## src/rtl/counter_pkg.sv

```systemverilog
// Shared constants for the display refresh slice: 7-segment patterns in
// {dp,g,f,e,d,c,b,a} order (active high, dp unused), frame FSM states and
// the number of serial bits each digit occupies in the driver chain.
package counter_pkg;

  localparam int unsigned BITS_PER_DIGIT = 8;

  localparam logic [7:0] SEG_0    = 8'h3F;
  localparam logic [7:0] SEG_1    = 8'h06;
  localparam logic [7:0] SEG_2    = 8'h5B;
  localparam logic [7:0] SEG_3    = 8'h4F;
  localparam logic [7:0] SEG_4    = 8'h66;
  localparam logic [7:0] SEG_5    = 8'h6D;
  localparam logic [7:0] SEG_6    = 8'h7D;
  localparam logic [7:0] SEG_7    = 8'h07;
  localparam logic [7:0] SEG_8    = 8'h7F;
  localparam logic [7:0] SEG_9    = 8'h6F;
  localparam logic [7:0] SEG_DASH = 8'h40;

  typedef enum logic [1:0] {
    IDLE  = 2'd0,
    SHIFT = 2'd1,
    LATCH = 2'd2
  } state_t;

endpackage

```

## src/rtl/display_refresh_if.sv

```systemverilog
// Bus between the counter/trigger side and the display refresher.
//   ref_clk   : one-cycle refresh request
//   digits    : BCD count value, digit i at [4i+3:4i]
//   ser_data  : serial segment data to the 595 chain
//   ser_clk   : shift clock (drivers sample on rising edge)
//   ser_latch : storage latch pulse
//   busy      : frame in flight
// master = producer of requests / consumer of serial outputs; slave = refresher.
interface display_refresh_if #(
  parameter int DIGITS = 6
);
  logic                  ref_clk;
  logic [4*DIGITS-1:0]   digits;
  logic                  ser_data;
  logic                  ser_clk;
  logic                  ser_latch;
  logic                  busy;

  modport master (
    output ref_clk, digits,
    input  ser_data, ser_clk, ser_latch, busy
  );

  modport slave (
    input  ref_clk, digits,
    output ser_data, ser_clk, ser_latch, busy
  );
endinterface

```

## src/rtl/bcd_to_7seg.sv

```systemverilog
// Combinational BCD to 7-segment decoder.
//   bcd : 4-bit BCD digit
//   seg : pattern {dp,g,f,e,d,c,b,a}; codes 10..15 show a dash
module bcd_to_7seg
  import counter_pkg::*;
(
  input  logic [3:0] bcd,
  output logic [7:0] seg
);

  always_comb begin
    seg = SEG_DASH;
    case (bcd)
      4'd0: seg = SEG_0;
      4'd1: seg = SEG_1;
      4'd2: seg = SEG_2;
      4'd3: seg = SEG_3;
      4'd4: seg = SEG_4;
      4'd5: seg = SEG_5;
      4'd6: seg = SEG_6;
      4'd7: seg = SEG_7;
      4'd8: seg = SEG_8;
      4'd9: seg = SEG_9;
      default: seg = SEG_DASH;
    endcase
  end

endmodule

```

## src/rtl/display_refresh.sv

```systemverilog
// Snapshots the BCD counter on each refresh request and shifts the decoded
// frame into a chain of 595-style drivers, most significant digit first,
// dp bit first within each digit, followed by a storage latch pulse.
// Requests arriving while a frame is in flight coalesce into one follow-up.
//   clk, reset_n : clock, asynchronous active-low reset
//   bus          : display_refresh_if slave (ref_clk/digits in,
//                  ser_data/ser_clk/ser_latch/busy out, all registered)
module display_refresh
  import counter_pkg::*;
#(
  parameter int DIGITS      = 6,
  parameter int HALF_PERIOD = 4
) (
  input  logic              clk,
  input  logic              reset_n,
  display_refresh_if.slave  bus
);

  localparam int unsigned NBITS = BITS_PER_DIGIT * DIGITS;
  localparam int unsigned BW    = $clog2(NBITS);
  localparam int unsigned PW    = $clog2(HALF_PERIOD + 1);
  localparam int unsigned DSH   = $clog2(BITS_PER_DIGIT);

  state_t              state;
  logic                pending;
  logic [4*DIGITS-1:0] snap;
  logic [BW-1:0]       bit_cnt;
  logic [PW-1:0]       phase;
  logic                half;      // 0: ser_clk low half of bit, 1: high half

  logic [BW-1:0]       digit_idx;
  logic [3:0]          cur_bcd;
  logic [7:0]          cur_seg;
  logic                cur_bit;
  logic                phase_last;
  logic                bit_last;

  assign phase_last = (phase == PW'(HALF_PERIOD - 1));
  assign bit_last   = (bit_cnt == BW'(NBITS - 1));

  // Bit counter runs 0..NBITS-1 in transmit order, so the upper bits count
  // digits down from the most significant one and the low bits walk dp..a.
  always_comb begin
    digit_idx = BW'(DIGITS - 1) - (bit_cnt >> DSH);
    cur_bcd   = '0;
    for (int unsigned i = 0; i < DIGITS; i++) begin
      if (digit_idx == BW'(i)) cur_bcd = snap[4*i +: 4];
    end
  end

  bcd_to_7seg u_dec (
    .bcd (cur_bcd),
    .seg (cur_seg)
  );

  assign cur_bit = cur_seg[~bit_cnt[2:0]];

  // Outputs are registered views of the current state, so they trail the
  // FSM by one cycle; this gives the first bit one edge after the request
  // is taken and keeps data/clock phase-aligned.
  always_ff @(posedge clk or negedge reset_n) begin
    if (!reset_n) begin
      state         <= IDLE;
      pending       <= 1'b0;
      snap          <= '0;
      bit_cnt       <= '0;
      phase         <= '0;
      half          <= 1'b0;
      bus.ser_data  <= 1'b0;
      bus.ser_clk   <= 1'b0;
      bus.ser_latch <= 1'b0;
      bus.busy      <= 1'b0;
    end else begin
      bus.ser_data  <= (state == SHIFT) && cur_bit;
      bus.ser_clk   <= (state == SHIFT) && half;
      bus.ser_latch <= (state == LATCH);
      bus.busy      <= (state != IDLE);

      case (state)
        IDLE: begin
          if (bus.ref_clk) begin
            snap    <= bus.digits;
            bit_cnt <= '0;
            phase   <= '0;
            half    <= 1'b0;
            state   <= SHIFT;
          end
        end

        SHIFT: begin
          if (bus.ref_clk) pending <= 1'b1;
          if (phase_last) begin
            phase <= '0;
            if (!half) begin
              half <= 1'b1;
            end else begin
              half <= 1'b0;
              if (bit_last) state   <= LATCH;
              else          bit_cnt <= bit_cnt + 1'b1;
            end
          end else begin
            phase <= phase + 1'b1;
          end
        end

        LATCH: begin
          if (phase_last) begin
            phase <= '0;
            // A request in this final cycle restarts directly, same as pending.
            if (pending || bus.ref_clk) begin
              snap    <= bus.digits;
              bit_cnt <= '0;
              half    <= 1'b0;
              pending <= 1'b0;
              state   <= SHIFT;
            end else begin
              state <= IDLE;
            end
          end else begin
            phase <= phase + 1'b1;
            if (bus.ref_clk) pending <= 1'b1;
          end
        end

        default: state <= IDLE;
      endcase
    end
  end

endmodule
```

## src/flat_wrapper.sv

```systemverilog
// flat-port wrapper written by rule: the top's interface ports become plain ports
module display_refresh_flat import counter_pkg::*;
#(
  parameter int DIGITS      = 6,
  parameter int HALF_PERIOD = 4
)
  (clk, reset_n, bus_ref_clk, bus_digits, bus_ser_data, bus_ser_clk, bus_ser_latch, bus_busy);
  display_refresh_if #(.DIGITS(DIGITS)) bus_i ();
  input  logic clk;
  input  logic reset_n;
  input wire logic [$bits(bus_i.ref_clk)-1:0] bus_ref_clk;
  input wire logic [$bits(bus_i.digits)-1:0] bus_digits;
  output wire logic [$bits(bus_i.ser_data)-1:0] bus_ser_data;
  output wire logic [$bits(bus_i.ser_clk)-1:0] bus_ser_clk;
  output wire logic [$bits(bus_i.ser_latch)-1:0] bus_ser_latch;
  output wire logic [$bits(bus_i.busy)-1:0] bus_busy;
  assign bus_i.ref_clk = bus_ref_clk;
  assign bus_i.digits = bus_digits;
  assign bus_ser_data = bus_i.ser_data;
  assign bus_ser_clk = bus_i.ser_clk;
  assign bus_ser_latch = bus_i.ser_latch;
  assign bus_busy = bus_i.busy;
  display_refresh #(.DIGITS(DIGITS), .HALF_PERIOD(HALF_PERIOD)) u_core (.clk(clk), .reset_n(reset_n), .bus(bus_i));
endmodule
```

## config.mk

```make
export PLATFORM = sky130hd
export DESIGN_NAME = display_refresh_flat
export DESIGN_NICKNAME = d
export VERILOG_FILES = /design/src/rtl/counter_pkg.sv /design/src/rtl/display_refresh_if.sv /design/src/rtl/bcd_to_7seg.sv /design/src/rtl/display_refresh.sv /design/src/flat_wrapper.sv
export SDC_FILE = /design/constraint.sdc
export NUM_CORES = 1
export LEC_CHECK = 0
export ABC_AREA = 1
export BUFFER_PORTS_ARGS = -buffer_cell sky130_fd_sc_hd__buf_2
export CAP_MARGIN = 25
export CELL_PAD_IN_SITES_DETAIL_PLACEMENT = 0
export CELL_PAD_IN_SITES_GLOBAL_PLACEMENT = 1
export CORE_MARGIN = 2
export CORE_UTILIZATION = 39
export CTS_CLUSTER_SIZE = 12
export DETAILED_ROUTE_END_ITERATION = 8
export HOLD_SLACK_MARGIN = 0.02
export PLACE_DENSITY = 0.72
export SETUP_SLACK_MARGIN = 0.02
export SKIP_LAST_GASP = 1
export SYNTH_ARGS = -nofsm -noshare
export SYNTH_HDL_FRONTEND = slang
export SYNTH_SLANG_ARGS = --single-unit
```

## constraint.sdc

```tcl
create_clock -name clk -period 2.7 [get_ports clk]
set_input_delay 0.54 -clock clk [delete_from_list [all_inputs] [get_ports clk]]
set_output_delay 0.54 -clock clk [all_outputs]
set_load 0.03 [all_outputs]
```

==> results.toml, run 1 <==
[routing]
ant_nets = 0
first_iter_violations = 82
vias = 1861
vias_per_cell = 4.85
drc_errors = 0
routed_wl_mm = 4.80
wire_per_inst_um = 12.5
firstDrtPassIters = 4

[synth]
synth_seq_cells = 41
synth_edf_count = 0
syn_inst = 264
yosys-top-cells-area = "dfrtp_1, mux2_2, ha_1, nand2_1, inv_1"
synth_top_cell_by_area = "dfrtp_1"
synth_compound_area_share_pct = 9.46
yosysWarnings = 0
synth_mux_area_share_pct = 9.09
synth_nets = 304
asyncSetResetFlopFracSynth_pct = 100
synth_top_family_by_area = "simple AND/OR/NAND/NOR gates"
yosysUniqueCellTypes = 36
yosys.area.top_type_share_pct = 43.6
synth_fa_ha_area_share_pct = 6.91
synth_area_um2 = 2350
synth.avg_cell_area_um2 = 8.92
synthFlopType = "dfrtp_1"
ys_seq_area_share_pct = 43.6
yosys.area_share.simple_pct = 24.7
synth_xor_area_share_pct = 0

[place]
dp_slack_ns = 0.0632
dp.final_hpwl_mm = 3.58
dpl_cell_area_um2 = 2630
port_buffers = 30
gp_congestion = 0.852

[timing]
max_freq_ghz = 0.390
layout_min_cycle_time_ns = 2.56
finalWorstSetupSlack_ns = 0.136
relSlewSlack_pct = 66.1
whs_ns = 0.205
final_max_slew_viol_count = 0
period_share_pct = 95.0
final_hold_viol_count = 0
tightest_slew_ns = 0.508
skew_ns = 0.00377
finalSetupViolations = 0

[clock_network]
cts.sinks = 41
cts_htree_levels = 2
clk_path_buf_depth = 2
cts_tree = "done"
cts_hold_buf = 0
cts.reportedPaths.clkPinSlew_ns = 0.08
root_buffer = "clkbuf_8"
clk_latency_ns = 0.30
cts_buffers = 5

[global_route]
first_global_vias = 1778
met2_usage_pct = 24.9
antenna_found_initial = 0
grt_use_met1_pct = 22.1
met3_usage_pct = 3.96
grt_pass1_wl_mm = 8.09
busiest_layer = "met2"
grt_use_total_pct = 16.0
grt_max_degree = 30
grt-ovfl-total = 0

[critical_path]
critical_path.max_stage_delay_ns = 0.40
ff2ff_setup_slack_ns = 0.14
crit_path_end_kind = "flop"
reg2reg_from = "u_core.bit_cnt[5]"
crit_family = "simple AND/OR/NAND/NOR gates"
reg2regPathDepth = 17
start_kind = "flop"
criticalPathCategory = "flop to flop"
crit_slowest_cell = "dfrtp_1"
path_cells = "inv_1 > ha_4 > nand2_1 > inv_2 > nand3_1 > nand2_1 > nor2_1 > o21bai_4 > inv_2 > ha_1 > or2_2 > o21ai_1 > nor2_1 > nand2_1 > nand2_1 > nor2_1 > nor2_1"
worst_ep_required_time_ns = 2.90
crit_arrival_ns = 2.76
worstPathMaxFanout = 4
r2r-end = "u_core.bus.ser_data"
path_buf_inv = 3

[die]
dieArea_um2 = 6680
dieWidth_um = 81.7
initial_utilization_pct = 40.0
die_h_um = 81.7
ioPinCount = 31
rows = 28
core_um2 = 5890

[hold_path]
min_path_type = "input port to asynchronous set/reset pin"

[layout]
nets = 348
n_fill_cell = 603
n_antenna_cell = 0
syn2layout_area_growth_pct = 19.5
layout-drive-gt1-share_pct = 32.7
fin_area_um2 = 2810
layout_common_cells = "nand2_1, dfrtp_1, buf_2, inv_1, nor2_1"
layout_commonest_cell = "nand2_1"

[pwr]
peakVddDrop_mv = 0.465
powerDensity_nw_per_um2 = 1020
leakage_uw = 0.00137

[job]
maxCapViolCount = 0

[run_status]
status = "completed"
## sequential cells by signal, indices dropped and copies added (netlist names)
signal                flops
u_core.pending            1
u_core.state              2
u_core.bus.busy           1
u_core.snap              24
u_core.half               1
u_core.bus.ser_clk        1
u_core.phase              3
u_core.bit_cnt            6
u_core.bus.ser_latch      1
u_core.bus.ser_data       1
## area by class of cell
type                    instances  area (um2)  area share [%]
multi-input cells             185        1210            43.0
repair buffers                 41         233            8.27
clock inverters                 2        37.5            1.33
clock buffers                   6        82.6            2.93
flip-flops and latches         41        1030            36.5
inverters                      34         130            4.62
well taps                      75        93.8            3.33
## what timing repair did
action	4_1_cts	5_1_grt
buffers inserted	0	5
setup endpoints to repair	0	1
gates resized for setup	0	5
hold endpoints to repair	0	0
## how the worst max path moves through the flow
stage,end,slack [ns],startpoint,cells past startpoint
2_1_floorplan,u_core.bus.ser_data,0.08,u_core.bit_cnt[4],16
3_3_place_gp,u_core.bus.ser_data,0.12,u_core.bit_cnt[4],16
3_5_place_dp,u_core.bus.ser_data,0.06,u_core.bit_cnt[4],16
4_1_cts,u_core.bus.ser_data,0.04,u_core.bit_cnt[4],16
5_1_grt,u_core.bus.ser_data,-0.01,u_core.bit_cnt[5],17
6_report,u_core.bus.ser_data,0.14,u_core.bit_cnt[5],17
## metal layers
layer / share of wire (%) / vias up / routed length [um]
li1: - / 957 / -
met1: 49 / 845 / 2330
met2: 46 / 49 / 2190
met3: 4.4 / 10 / 213
met4: 1.3 / 0 / 61
met5: 0 / - / 0
## power by group
part / switching, uW / internal [uW] / total, uW / leakage (uW)
clock network: 223 / 301 / 524 / 0.0000574
logic: 728 / 588 / 1320 / 0.000810
registers: 140 / 880 / 1020 / 0.000499
total: 1090 / 1770 / 2860 / 0.00137
## synthesized netlist by cell type, types with 2 or more instances
master / count
a21oi_1: 13
buf_2: 2
dfrtp_1: 41
ha_1: 13
inv_1: 27
inv_2: 5
mux2_2: 19
nand2_1: 42
nand2_2: 5
nand2_4: 2
nand3_1: 20
nand4_1: 3
nor2_1: 26
nor2_2: 5
nor2_4: 2
nor3_1: 5
nor3b_1: 2
o2111ai_1: 2
o21ai_0: 9
o21ai_1: 4
o22ai_1: 2
## logic make-up (layout without fill, tap and decap cells)
| kind of cell | Yosys count | in the layout |
|---|---|---|
| AOI/OAI and AO/OA | 35 | 35 |
| muxes | 19 | 19 |
| DFF | 41 | 41 |
| and+or+nand+nor | 118 | 118 |
| adders and majority gates | 13 | 13 |
| buffers and inverters | 38 | 83 |
## worst reg2reg max path, stage by stage, from the launching register on
cell and delay (ns):
dfrtp_1 0.40, inv_1 0.10, ha_4 0.30, nand2_1 0.10, inv_2 0.11, nand3_1 0.07
nand2_1 0.07, nor2_1 0.07, o21bai_4 0.15, inv_2 0.07, ha_1 0.30, or2_2 0.28
o21ai_1 0.13, nor2_1 0.06, nand2_1 0.05, nand2_1 0.04, nor2_1 0.10, nor2_1 0.05
## metrics by stage
step / cells / setup TNS [ns] / power, uW / util, %
floorplan: 264 / 0 / 2050 / -
global placement: 371 / 0 / 2330 / 44.7
detailed placement: 371 / 0 / 2350 / 44.7
CTS: 379 / 0 / 2890 / 46.8
global route: 384 / -0.0118 / 3150 / 47.8
finish: 384 / 0 / 2860 / 47.8
Power figures use the tool's default switching activity.
==> run 2: changes to the inputs <==
--- a/config.mk
+++ b/config.mk
@@ -16,6 +16,7 @@
 export DETAILED_ROUTE_END_ITERATION = 8
 export HOLD_SLACK_MARGIN = 0.02
 export PLACE_DENSITY = 0.72
+export REMOVE_ABC_BUFFERS = 1
 export SETUP_SLACK_MARGIN = 0.02
 export SKIP_LAST_GASP = 1
 export SYNTH_ARGS = -nofsm -noshare
==> results.toml, run 2 (synthesized netlist as in run 1, its figures left out) <==
[pwr]
peakVddDrop_mv = 0.479
leakage_uw = 0.00134
powerDensity_nw_per_um2 = 1000

[layout]
post-route-util_pct = 46.6
reg_top3 = "u_core.snap x24, u_core.bit_cnt x6, u_core.phase x3"
max_flop_register = "u_core.snap"
layout-drive-gt1-share_pct = 30.7
largest_reg_flops = 24
syn2layout_area_growth_pct = 16.4
layout_commonest_cell = "nand2_1"
n_antenna_cell = 0
layout_common_cells = "nand2_1, dfrtp_1, buf_2, nor2_1, inv_1"
nets = 343

[timing]
rsz0062_at_grt = "no"
relSlewSlack_pct = 38.8
tightest_slew_ns = 0.918
max_freq_ghz = 0.406
final_max_slew_viol_count = 0
finalSetupViolations = 0
skew_ns = 0.00746
layout_min_cycle_time_ns = 2.46
final_hold_viol_count = 0
period_share_pct = 91.2
whs_ns = 0.382

[die]
rows = 28
dieArea_um2 = 6680
initial_utilization_pct = 40.0
die_h_um = 81.7
ioPinCount = 31
core_um2 = 5890
dieWidth_um = 81.7

[clock_network]
root_buffer = "clkbuf_8"
cts_tree = "done"
clk_path_buf_depth = 2
cts_hold_buf = 0
cts_htree_levels = 2
clk_latency_ns = 0.29
cts.reportedPaths.clkPinSlew_ns = 0.08
cts.sinks = 41
cts_buffers = 5

[critical_path]
criticalPathCategory = "flop to flop"
start_kind = "flop"
crit_path_frequent_cell = "nand2_1"
crit_arrival_ns = 2.65
crit_family = "simple AND/OR/NAND/NOR gates"
worstPathMaxFanout = 4
worst_ep_required_time_ns = 2.89
critical_path.max_stage_delay_ns = 0.40
crit_slowest_cell = "dfrtp_1"
startpoint = "u_core.bit_cnt[5]"
reg2reg_from = "u_core.bit_cnt[5]"
path_cells = "inv_2 > ha_4 > nand2_1 > nor2_4 > nand2_1 > nand2_1 > nor2_1 > o21bai_4 > inv_2 > ha_1 > or2_2 > o21ai_1 > nor2_1 > nand2_1 > nand2_1 > nor2_1 > nor2_1"
path_buf_inv = 2
crit_path_end_kind = "flop"

[global_route]
grt_pass1_wl_mm = 7.96
grt_max_degree = 42
first_global_vias = 1821
grt_use_total_pct = 15.6
grt-ovfl-total = 0
antenna_found_initial = 0

[place]
dp.final_hpwl_mm = 3.48
port_buffers = 30
gp_congestion = 0.814

[routing]
firstDrtPassIters = 6
drc_errors = 0
first_iter_violations = 54
vias = 1815
routed_wl_mm = 4.57
wire_per_inst_um = 12.1
ant_nets = 0
vias_per_cell = 4.80

[job]
maxCapViolCount = 0

[run_status]
status = "completed"

[hold_path]
min_path_type = "input port to asynchronous set/reset pin"
==> run 2: changes by cell type in the layout (fill, tap and decap cells not counted), sizes merged <==
cell	before	now
buf	41	36
bufinv	1	0
clkbuf	6	7
clkinvlp	1	0
==> run 2: worst paths after layout <==
kind                                         to  slack (ns)  cells after the start
setup / recovery            u_core.bus.ser_data        0.24                     17
hold / removal                  u_core.snap[20]        0.38                      1
setup reg to reg            u_core.bus.ser_data        0.24                     17
hold reg to reg              u_core.bus.ser_clk        0.50                      2
max in group asynchronous  u_core.bus.ser_latch        1.75                      1
min in group clk                u_core.snap[15]        0.47                      2
==> run 2: worst register-to-register path, delay by kind of cell (launching register included) <==
family                   cells  cell delay [ns]
AND/OR/NAND/NOR             11             0.97
adder cells (fa/ha/maj)      2             0.57
flip-flops                   1             0.40
AO/OA/AOI/OAI                2             0.27
buffers and inverters        2             0.14
==> run 2: metrics by stage <==
stage	setup slack, ns	setup TNS, ns	instance area, um2	power (uW)	std cells
6_report	0.238	0	2740	2740	378
5_1_grt	0.0172	0	2740	3000	378
4_1_cts	0.0498	0	2730	2790	378
3_5_place_dp	0.0688	0	2640	2370	371
3_3_place_gp	0.114	0	2620	2330	370
2_1_floorplan	-0.0232	-0.0232	2340	2040	260
==> run 2: area by class of cell <==
class | count | area (um2)
repair buffers | 36 | 203
multi-input cells | 185 | 1200
fillers | 602 | 3140
clock buffers | 7 | 86.3
flip-flops and latches | 41 | 1030
inverters | 34 | 130
well taps | 75 | 93.8
==> run 2: timing repair <==
| action | in CTS | in global routing |
|---|---|---|
| setup endpoints to repair | 0 | 1 |
| setup buffers | 0 | 0 |
| gates resized for setup | 0 | 4 |
==> run 2: layer usage <==
metal  share of wire, %  vias up  GRT usage (%)
li1                   -      947              -
met1                 48      834           20.4
met2                 47       27           25.2
met3                3.1        7           3.30
met4                1.7        0           6.00
met5                  0        -              0
==> run 2: report_power, final <==
part	switching (uW)	leakage [uW]	total, uW	internal, uW
registers	139	0.000501	1020	881
clock network	199	0.0000443	402	203
logic	718	0.000790	1320	601
total	1060	0.00134	2740	1680
